--- src/rtl/vga_pkg.sv ---
// Shared timing defaults, colour/sprite types and the colour-bar palette for the VGA sprite engine.
// Sprite coordinates are stored at SPR_COORD_W bits; the engine supports COORD_W up to that width.
package vga_pkg;

    localparam int DEF_H_SYNC = 96;
    localparam int DEF_H_BP   = 48;
    localparam int DEF_H_ACT  = 640;
    localparam int DEF_H_FP   = 16;
    localparam int DEF_V_SYNC = 2;
    localparam int DEF_V_BP   = 33;
    localparam int DEF_V_ACT  = 480;
    localparam int DEF_V_FP   = 10;

    localparam int SPR_COORD_W = 16;

    typedef struct packed {
        logic [7:0] r;
        logic [7:0] g;
        logic [7:0] b;
    } rgb_t;

    typedef struct packed {
        logic [SPR_COORD_W-1:0] x;
        logic [SPR_COORD_W-1:0] y;
        logic [SPR_COORD_W-1:0] w;
        logic [SPR_COORD_W-1:0] h;
        logic                   en;
        rgb_t                   rgb;
    } sprite_t;

    // Bars left to right: white, yellow, cyan, green, magenta, red, blue, black.
    function automatic rgb_t bar_colour(input logic [2:0] idx);
        rgb_t c;
        case (idx)
            3'd0:    c = '{r: 8'hFF, g: 8'hFF, b: 8'hFF};
            3'd1:    c = '{r: 8'hFF, g: 8'hFF, b: 8'h00};
            3'd2:    c = '{r: 8'h00, g: 8'hFF, b: 8'hFF};
            3'd3:    c = '{r: 8'h00, g: 8'hFF, b: 8'h00};
            3'd4:    c = '{r: 8'hFF, g: 8'h00, b: 8'hFF};
            3'd5:    c = '{r: 8'hFF, g: 8'h00, b: 8'h00};
            3'd6:    c = '{r: 8'h00, g: 8'h00, b: 8'hFF};
            default: c = '{r: 8'h00, g: 8'h00, b: 8'h00};
        endcase
        return c;
    endfunction

endpackage

--- src/rtl/vga_timing_gen.sv ---
// Horizontal/vertical counters with raw (undelayed) sync, active-area and pixel-coordinate decode.
// commit marks the last pixel clock of the frame.
module vga_timing_gen
    import vga_pkg::*;
#(
    parameter int H_SYNC  = DEF_H_SYNC,
    parameter int H_BP    = DEF_H_BP,
    parameter int H_ACT   = DEF_H_ACT,
    parameter int H_FP    = DEF_H_FP,
    parameter int V_SYNC  = DEF_V_SYNC,
    parameter int V_BP    = DEF_V_BP,
    parameter int V_ACT   = DEF_V_ACT,
    parameter int V_FP    = DEF_V_FP,
    parameter int COORD_W = 11
) (
    input  logic               clk,
    input  logic               reset,
    output logic               hs_n,
    output logic               vs_n,
    output logic               active,
    output logic               commit,
    output logic [COORD_W-1:0] px,
    output logic [COORD_W-1:0] py
);

    localparam int H_TOTAL = H_SYNC + H_BP + H_ACT + H_FP;
    localparam int V_TOTAL = V_SYNC + V_BP + V_ACT + V_FP;
    localparam int HW      = $clog2(H_TOTAL);
    localparam int VW      = $clog2(V_TOTAL);
    localparam int H_OFF   = H_SYNC + H_BP;
    localparam int V_OFF   = V_SYNC + V_BP;

    localparam logic [HW-1:0] H_LAST = HW'(H_TOTAL - 1);
    localparam logic [VW-1:0] V_LAST = VW'(V_TOTAL - 1);

    logic [HW-1:0] h_ctr;
    logic [VW-1:0] v_ctr;

    always_ff @(posedge clk) begin
        if (reset) begin
            h_ctr <= '0;
            v_ctr <= '0;
        end else if (h_ctr == H_LAST) begin
            h_ctr <= '0;
            v_ctr <= (v_ctr == V_LAST) ? '0 : v_ctr + 1'b1;
        end else begin
            h_ctr <= h_ctr + 1'b1;
        end
    end

    always_comb begin
        hs_n   = int'(h_ctr) >= H_SYNC;
        vs_n   = int'(v_ctr) >= V_SYNC;
        active = (int'(h_ctr) >= H_OFF) && (int'(h_ctr) < H_OFF + H_ACT) &&
                 (int'(v_ctr) >= V_OFF) && (int'(v_ctr) < V_OFF + V_ACT);
        commit = (h_ctr == H_LAST) && (v_ctr == V_LAST);
        px     = COORD_W'(int'(h_ctr) - H_OFF);
        py     = COORD_W'(int'(v_ctr) - V_OFF);
    end

endmodule

--- src/rtl/vga_sprite_engine.sv ---
// VGA timing plus N_SPR double-buffered rectangular sprites composited over a background, 2-cycle pixel pipeline.
// Define VGA_TEST_PATTERN_EN for an 8-bar colour background instead of black.
module vga_sprite_engine
    import vga_pkg::*;
#(
    parameter int H_SYNC  = DEF_H_SYNC,
    parameter int H_BP    = DEF_H_BP,
    parameter int H_ACT   = DEF_H_ACT,
    parameter int H_FP    = DEF_H_FP,
    parameter int V_SYNC  = DEF_V_SYNC,
    parameter int V_BP    = DEF_V_BP,
    parameter int V_ACT   = DEF_V_ACT,
    parameter int V_FP    = DEF_V_FP,
    parameter int N_SPR   = 4,
    parameter int COORD_W = 11,
    localparam int ID_W   = (N_SPR > 1) ? $clog2(N_SPR) : 1
) (
    input  logic               clk,
    input  logic               reset,
    input  logic               upd_valid,
    output logic               upd_ready,
    input  logic [ID_W-1:0]    upd_id,
    input  logic [COORD_W-1:0] upd_x,
    input  logic [COORD_W-1:0] upd_y,
    input  logic [COORD_W-1:0] upd_w,
    input  logic [COORD_W-1:0] upd_h,
    input  logic               upd_en,
    input  logic [23:0]        upd_rgb,
    output logic [7:0]         red,
    output logic [7:0]         green,
    output logic [7:0]         blue,
    output logic               h_sync,
    output logic               v_sync,
    output logic               blank_n,
    output logic               sync_n,
    output logic               frame_start
);

    localparam int CW = SPR_COORD_W;

    logic               hs_n, vs_n, active, commit;
    logic [COORD_W-1:0] px, py;

    vga_timing_gen #(
        .H_SYNC (H_SYNC), .H_BP (H_BP), .H_ACT (H_ACT), .H_FP (H_FP),
        .V_SYNC (V_SYNC), .V_BP (V_BP), .V_ACT (V_ACT), .V_FP (V_FP),
        .COORD_W(COORD_W)
    ) u_timing (
        .clk   (clk),
        .reset (reset),
        .hs_n  (hs_n),
        .vs_n  (vs_n),
        .active(active),
        .commit(commit),
        .px    (px),
        .py    (py)
    );

    // Handshake: an update transfers on any clock where upd_valid && upd_ready;
    // ready drops only on the commit clock, so a held request lands one clock later.
    assign upd_ready = reset || !commit;
    assign sync_n    = 1'b0;

    sprite_t shadow_q [N_SPR];
    sprite_t active_q [N_SPR];
    sprite_t upd_spr;

    always_comb begin
        upd_spr     = '0;
        upd_spr.x   = CW'(upd_x);
        upd_spr.y   = CW'(upd_y);
        upd_spr.w   = CW'(upd_w);
        upd_spr.h   = CW'(upd_h);
        upd_spr.en  = upd_en;
        upd_spr.rgb = upd_rgb;
    end

    // Out-of-range ids match no channel, so they are accepted and dropped.
    always_ff @(posedge clk) begin
        if (reset) begin
            for (int i = 0; i < N_SPR; i++) begin
                shadow_q[i] <= '0;
                active_q[i] <= '0;
            end
        end else begin
            for (int i = 0; i < N_SPR; i++) begin
                if (commit)
                    active_q[i] <= shadow_q[i];
                if (upd_valid && upd_ready && int'(upd_id) == i)
                    shadow_q[i] <= upd_spr;
            end
        end
    end

    logic [N_SPR-1:0] hit_c;
    logic [CW:0]      px_e, py_e;

    // One extra bit on x+w / y+h so a sprite running past the coordinate range never wraps.
    always_comb begin
        hit_c = '0;
        px_e  = (CW + 1)'(px);
        py_e  = (CW + 1)'(py);
        for (int i = 0; i < N_SPR; i++) begin
            hit_c[i] = active_q[i].en &&
                       (px_e >= {1'b0, active_q[i].x}) &&
                       (px_e <  ({1'b0, active_q[i].x} + {1'b0, active_q[i].w})) &&
                       (py_e >= {1'b0, active_q[i].y}) &&
                       (py_e <  ({1'b0, active_q[i].y} + {1'b0, active_q[i].h}));
        end
    end

    rgb_t bg_c;
`ifdef VGA_TEST_PATTERN_EN
    localparam int BAR_W = H_ACT / 8;
    logic [2:0] bar_idx;
    always_comb begin
        bar_idx = 3'd7;
        if (int'(px) / BAR_W < 8)
            bar_idx = 3'(int'(px) / BAR_W);
        bg_c = bar_colour(bar_idx);
    end
`else
    assign bg_c = '0;
`endif

    logic [N_SPR-1:0] s1_hit;
    logic             s1_act, s1_hs, s1_vs;
    rgb_t             s1_bg;
    rgb_t             pix_c;

    // Lowest-index channel wins, so scan from the top down and let later writes override.
    always_comb begin
        pix_c = s1_bg;
        for (int i = N_SPR - 1; i >= 0; i--) begin
            if (s1_hit[i])
                pix_c = active_q[i].rgb;
        end
    end

    always_ff @(posedge clk) begin
        if (reset) begin
            s1_hit      <= '0;
            s1_act      <= 1'b0;
            s1_hs       <= 1'b1;
            s1_vs       <= 1'b1;
            s1_bg       <= '0;
            red         <= 8'd0;
            green       <= 8'd0;
            blue        <= 8'd0;
            h_sync      <= 1'b1;
            v_sync      <= 1'b1;
            blank_n     <= 1'b0;
            frame_start <= 1'b0;
        end else begin
            s1_hit      <= hit_c;
            s1_act      <= active;
            s1_hs       <= hs_n;
            s1_vs       <= vs_n;
            s1_bg       <= bg_c;
            red         <= s1_act ? pix_c.r : 8'd0;
            green       <= s1_act ? pix_c.g : 8'd0;
            blue        <= s1_act ? pix_c.b : 8'd0;
            h_sync      <= s1_hs;
            v_sync      <= s1_vs;
            blank_n     <= s1_act;
            frame_start <= commit;
        end
    end

endmodule

--- config.mk ---
export PLATFORM = sky130hd
export DESIGN_NAME = vga_sprite_engine
export DESIGN_NICKNAME = d
export VERILOG_FILES = /design/src/rtl/vga_pkg.sv /design/src/rtl/vga_timing_gen.sv /design/src/rtl/vga_sprite_engine.sv
export SDC_FILE = /design/constraint.sdc
export NUM_CORES = 1
export LEC_CHECK = 0
export BUFFER_PORTS_ARGS = -buffer_cell sky130_fd_sc_hd__buf_2
export CORE_MARGIN = 3
export CORE_UTILIZATION = 50
export CTS_CLUSTER_SIZE = 28
export DETAILED_ROUTE_END_ITERATION = 12
export PLACE_DENSITY = 0.71
export REMOVE_ABC_BUFFERS = 1
export SYNTH_ARGS = -nofsm -noshare
export SYNTH_HDL_FRONTEND = slang
export SYNTH_SLANG_ARGS = --single-unit
--- constraint.sdc ---
create_clock -name clk -period 16.24 [get_ports clk]
set_clock_uncertainty 0.1 [all_clocks]
set_input_delay 4.872 -clock clk [delete_from_list [all_inputs] [get_ports clk]]
set_output_delay 4.872 -clock clk [all_outputs]
set_load 0.01 [all_outputs]
==> summary.txt <==
Clocking
  • TritonCTS clock tree: built
  • Num CTS Buffers: 61
  • Clk buf depth: 3
  • CTS Sinks: 607
  • Post-CTS Resized: 0
  • Reg clk slew, reported paths: 0.06 ns
  • Post-CTS setup buffers: 0
  • Hold buffers post-CTS: 0
  • Clock Latency Late Sink: 0.63 ns
  • Root buffer cell: clkbuf_16
  • H-Tree Depth: 2

Final layout
  • Final Cell Area: 34200 sq um
  • Layout cell share with drive strength beyond 1: 9.630%
  • Final nets: 2945
  • Synthesis-to-finish area growth: 11.42%
  • FILL cells: 4859

Drt
  • Post-route ant nets: 0
  • Total number of vias: 19030
  • DR vias/cell: 5.540
  • Final wirelength: 64120 microns
  • DRC errors left: 0
  • Avg WL per Cell: 18.67 microns
  • DRT Pass-1 Iters: 5
  • DR iter-0 viols: 1295

Critical path
  • Worst reg-to-reg setup slack: 10.97 ns
  • Worst Path Max Fanout: 81
  • WP data required: 11.27 ns
  • R2r endpoint: shadow_q[2][58]
  • FF-to-FF path depth: 10
  • Crit path launch type: input pin
  • FF-to-FF Start: u_timing.h_ctr[1]
  • Worst EP arrival: 6.49 ns
  • Critical Path End Type: output port
  • WS Path Type: in -> out

Timing
  • Final setup viols: 0
  • Slew @ Worst Pin: 1.120 ns
  • WHS: 0.3101 ns
  • Final Slew Violations: 0
  • Fin. Hold Viols: 0
  • Final Cycle Share: 70.56%
  • RSZ-0062 raised after global routing: false
  • Max-slew headroom at the worst pin: 24.78%
  • Setup_tns: 0 ns
  • Final min period: 11.46 ns
  • Fmax: 87.26 MHz

Placed design
  • I/O Buffers: 102
  • Post-DP HPWL: 43300 microns
  • RePlAce Congestion: 0.8458
  • Placed cell area: 32070 sq um

Hold path
  • Worst min path class: reg -> reg
  • Hold-critical path endpoint: h_sync
  • Worst Hold Launch: s1_hs
  • Hold path cells: 1

Logic synthesis
  • Cells after synthesis: 2496
  • Synth top area cells: edfxtp_1 54%, and2_1 11%, ha_1 11%
  • Top cell type's share of synthesized area: 54.00%
  • #FFs+latches synth: 607
  • Largest family of logic cells by synthesized area: simple AND/OR/NAND/NOR gates
  • Compound-Gate Fraction of Synth Area: 7.737%
  • Synth warn: 0
  • EDFF count, synth: 552
  • Xor/xnor share of the synthesized area: 2.568%
  • Post-synthesis simple-gate area fraction: 17.71%
  • Post-Synth Adder-Cell Area: 11.32%
  • Post-synthesis sequential area ratio: 57.59%
  • Leading area contributor after synthesis: edfxtp_1
  • Syn Area/Cell: 12.30 sq um
  • Cell variety after synth: 67
  • Mux cell area share after synthesis: 0.06522%
  • Synth Cell Area: 30700 sq um
  • Main synth FF type: edfxtp_1
  • Asr flop ratio synth: 0%

Floorplan
  • CORE AREA: 60580 sq um
  • Die height: 253.8 microns
  • Die area: 64400 sq um
  • Initial Utilization: 50.67%
  • # rows: 90
  • DIE WIDTH: 253.8 microns
  • I/O pin count: 104

GRT
  • GRT Resource Usage Total: 19.87%
  • Number of global-route vias before repair: 19057
  • Total gr overflow: 0
  • Largest net degree at the start of global routing: 127
  • Initial antenna violation count: 20
  • First-pass GRT wire length: 99570 microns

Power
  • Peak supply drop: 0.0001054 V
  • Pwr dens: 102.8 nW/um^2
  • Leak: 13.48 nW

Status
  • Status: finished, final reports clean

Run
  • Max-cap violations: 0
-- worst max-delay path, stage by stage --
cell	delay, ns
buf_2	0.27
nor4b_4	0.32
buf_4	0.60
inv_2	0.18
buf_2	0.21
-- cells in the final DEF, fill, tap and decap left out, types with 51 or more instances in the layout --
cell type,netlist,final
edfxtp_1,552,552
a21oi_1,125,125
clkbuf_16,0,66
xor2_1,54,54
nor2_1,113,113
buf_2,2,102
inv_1,131,131
dfxtp_1,55,54
ha_1,265,265
o21ai_0,67,67
and2_1,554,554
nand2_1,51,51
-- synth_stat cells (10+ instances only) --
master,instances
and2_1,554
edfxtp_1,552
ha_1,265
inv_1,131
a21oi_1,125
nor2_1,113
o21ai_0,67
clkbuf_1,57
dfxtp_1,55
xor2_1,54
nand2_1,51
nor3_1,47
nor2b_1,39
nand3_1,36
xnor2_1,36
a21o_1,33
a221oi_1,26
nand2b_1,26
clkbuf_2,23
nor4_1,17
o211ai_1,15
a211oi_1,14
o21a_1,13
o21bai_1,10
-- registers in the layout, summed over array words and instances (netlist names) --
register	count
s1_hs	1
blank_n	1
u_timing.v_ctr	10
blue	8
u_timing.h_ctr	10
frame_start	1
s1_vs	1
v_sync	1
h_sync	1
shadow_q	276
s1_hit	4
active_q	276
red	8
s1_act	1
green	8
-- power by group --
| part | total [W] | internal, W | leakage [nW] | switching [W] |
|---|---|---|---|---|
| Combinational | 0.000249 | 0.0000944 | 6.44 | 0.000155 |
| Clock | 0.00146 | 0.000867 | 1.03 | 0.000592 |
| Sequential | 0.00181 | 0.00178 | 6.01 | 0.0000248 |
| Total | 0.00351 | 0.00274 | 13.5 | 0.000772 |
-- through the flow --
stage          total power [W]  instances  util [%]  setup slack (ns)
5_1_grt               0.003642       3433     56.44             4.638
4_1_cts               0.003545       3430     56.43             4.752
3_3_place_gp          0.002073       3317     52.93             4.770
6_report              0.003515       3435     56.45             4.781
2_1_floorplan         0.002003       2405         -             1.876
3_5_place_dp          0.002088       3317     52.93             4.747
-- how the worst max path moves through the flow --
| stage | to | start |
|---|---|---|
| floorplan | upd_ready | reset |
| global placement | upd_ready | reset |
| detailed placement | upd_ready | reset |
| CTS | upd_ready | reset |
| global route | upd_ready | reset |
| finish | upd_ready | reset |
-- logic make-up after synthesis --
logic type | Yosys count
and+or+nand+nor | 933
DFF | 607
AOI/OAI and AO/OA | 367
adders and majority gates | 273
buffers and inverters | 223
xor gates and xnor gates | 90
muxes | 2
other | 1
-- final cells by class --
type,count,area (sq um),area share (%)
Clock buffer,85,1793,5.243
Antenna cell,5,12.51,0.03658
Clock inverter,28,329.1,0.9622
Inverter,132,495.5,1.449
Multi-Input combinational cell,1666,12190,35.65
Sequential cell,607,17680,51.69
Timing Repair Buffer,130,720.7,2.107
Tap cell,782,978.4,2.861
-- layer usage --
metal | track usage, % | part of all wire (%) | wire (microns) | up-vias
met5 | 0 | 0.15 | 96 | -
met2 | 34.96 | 50 | 32110 | 457
met1 | 24.49 | 41 | 26370 | 9255
li1 | - | - | - | 9149
met4 | 7.307 | 3.1 | 1998 | 14
met3 | 3.654 | 5.5 | 3546 | 155
(Power assumes the default switching activity.)
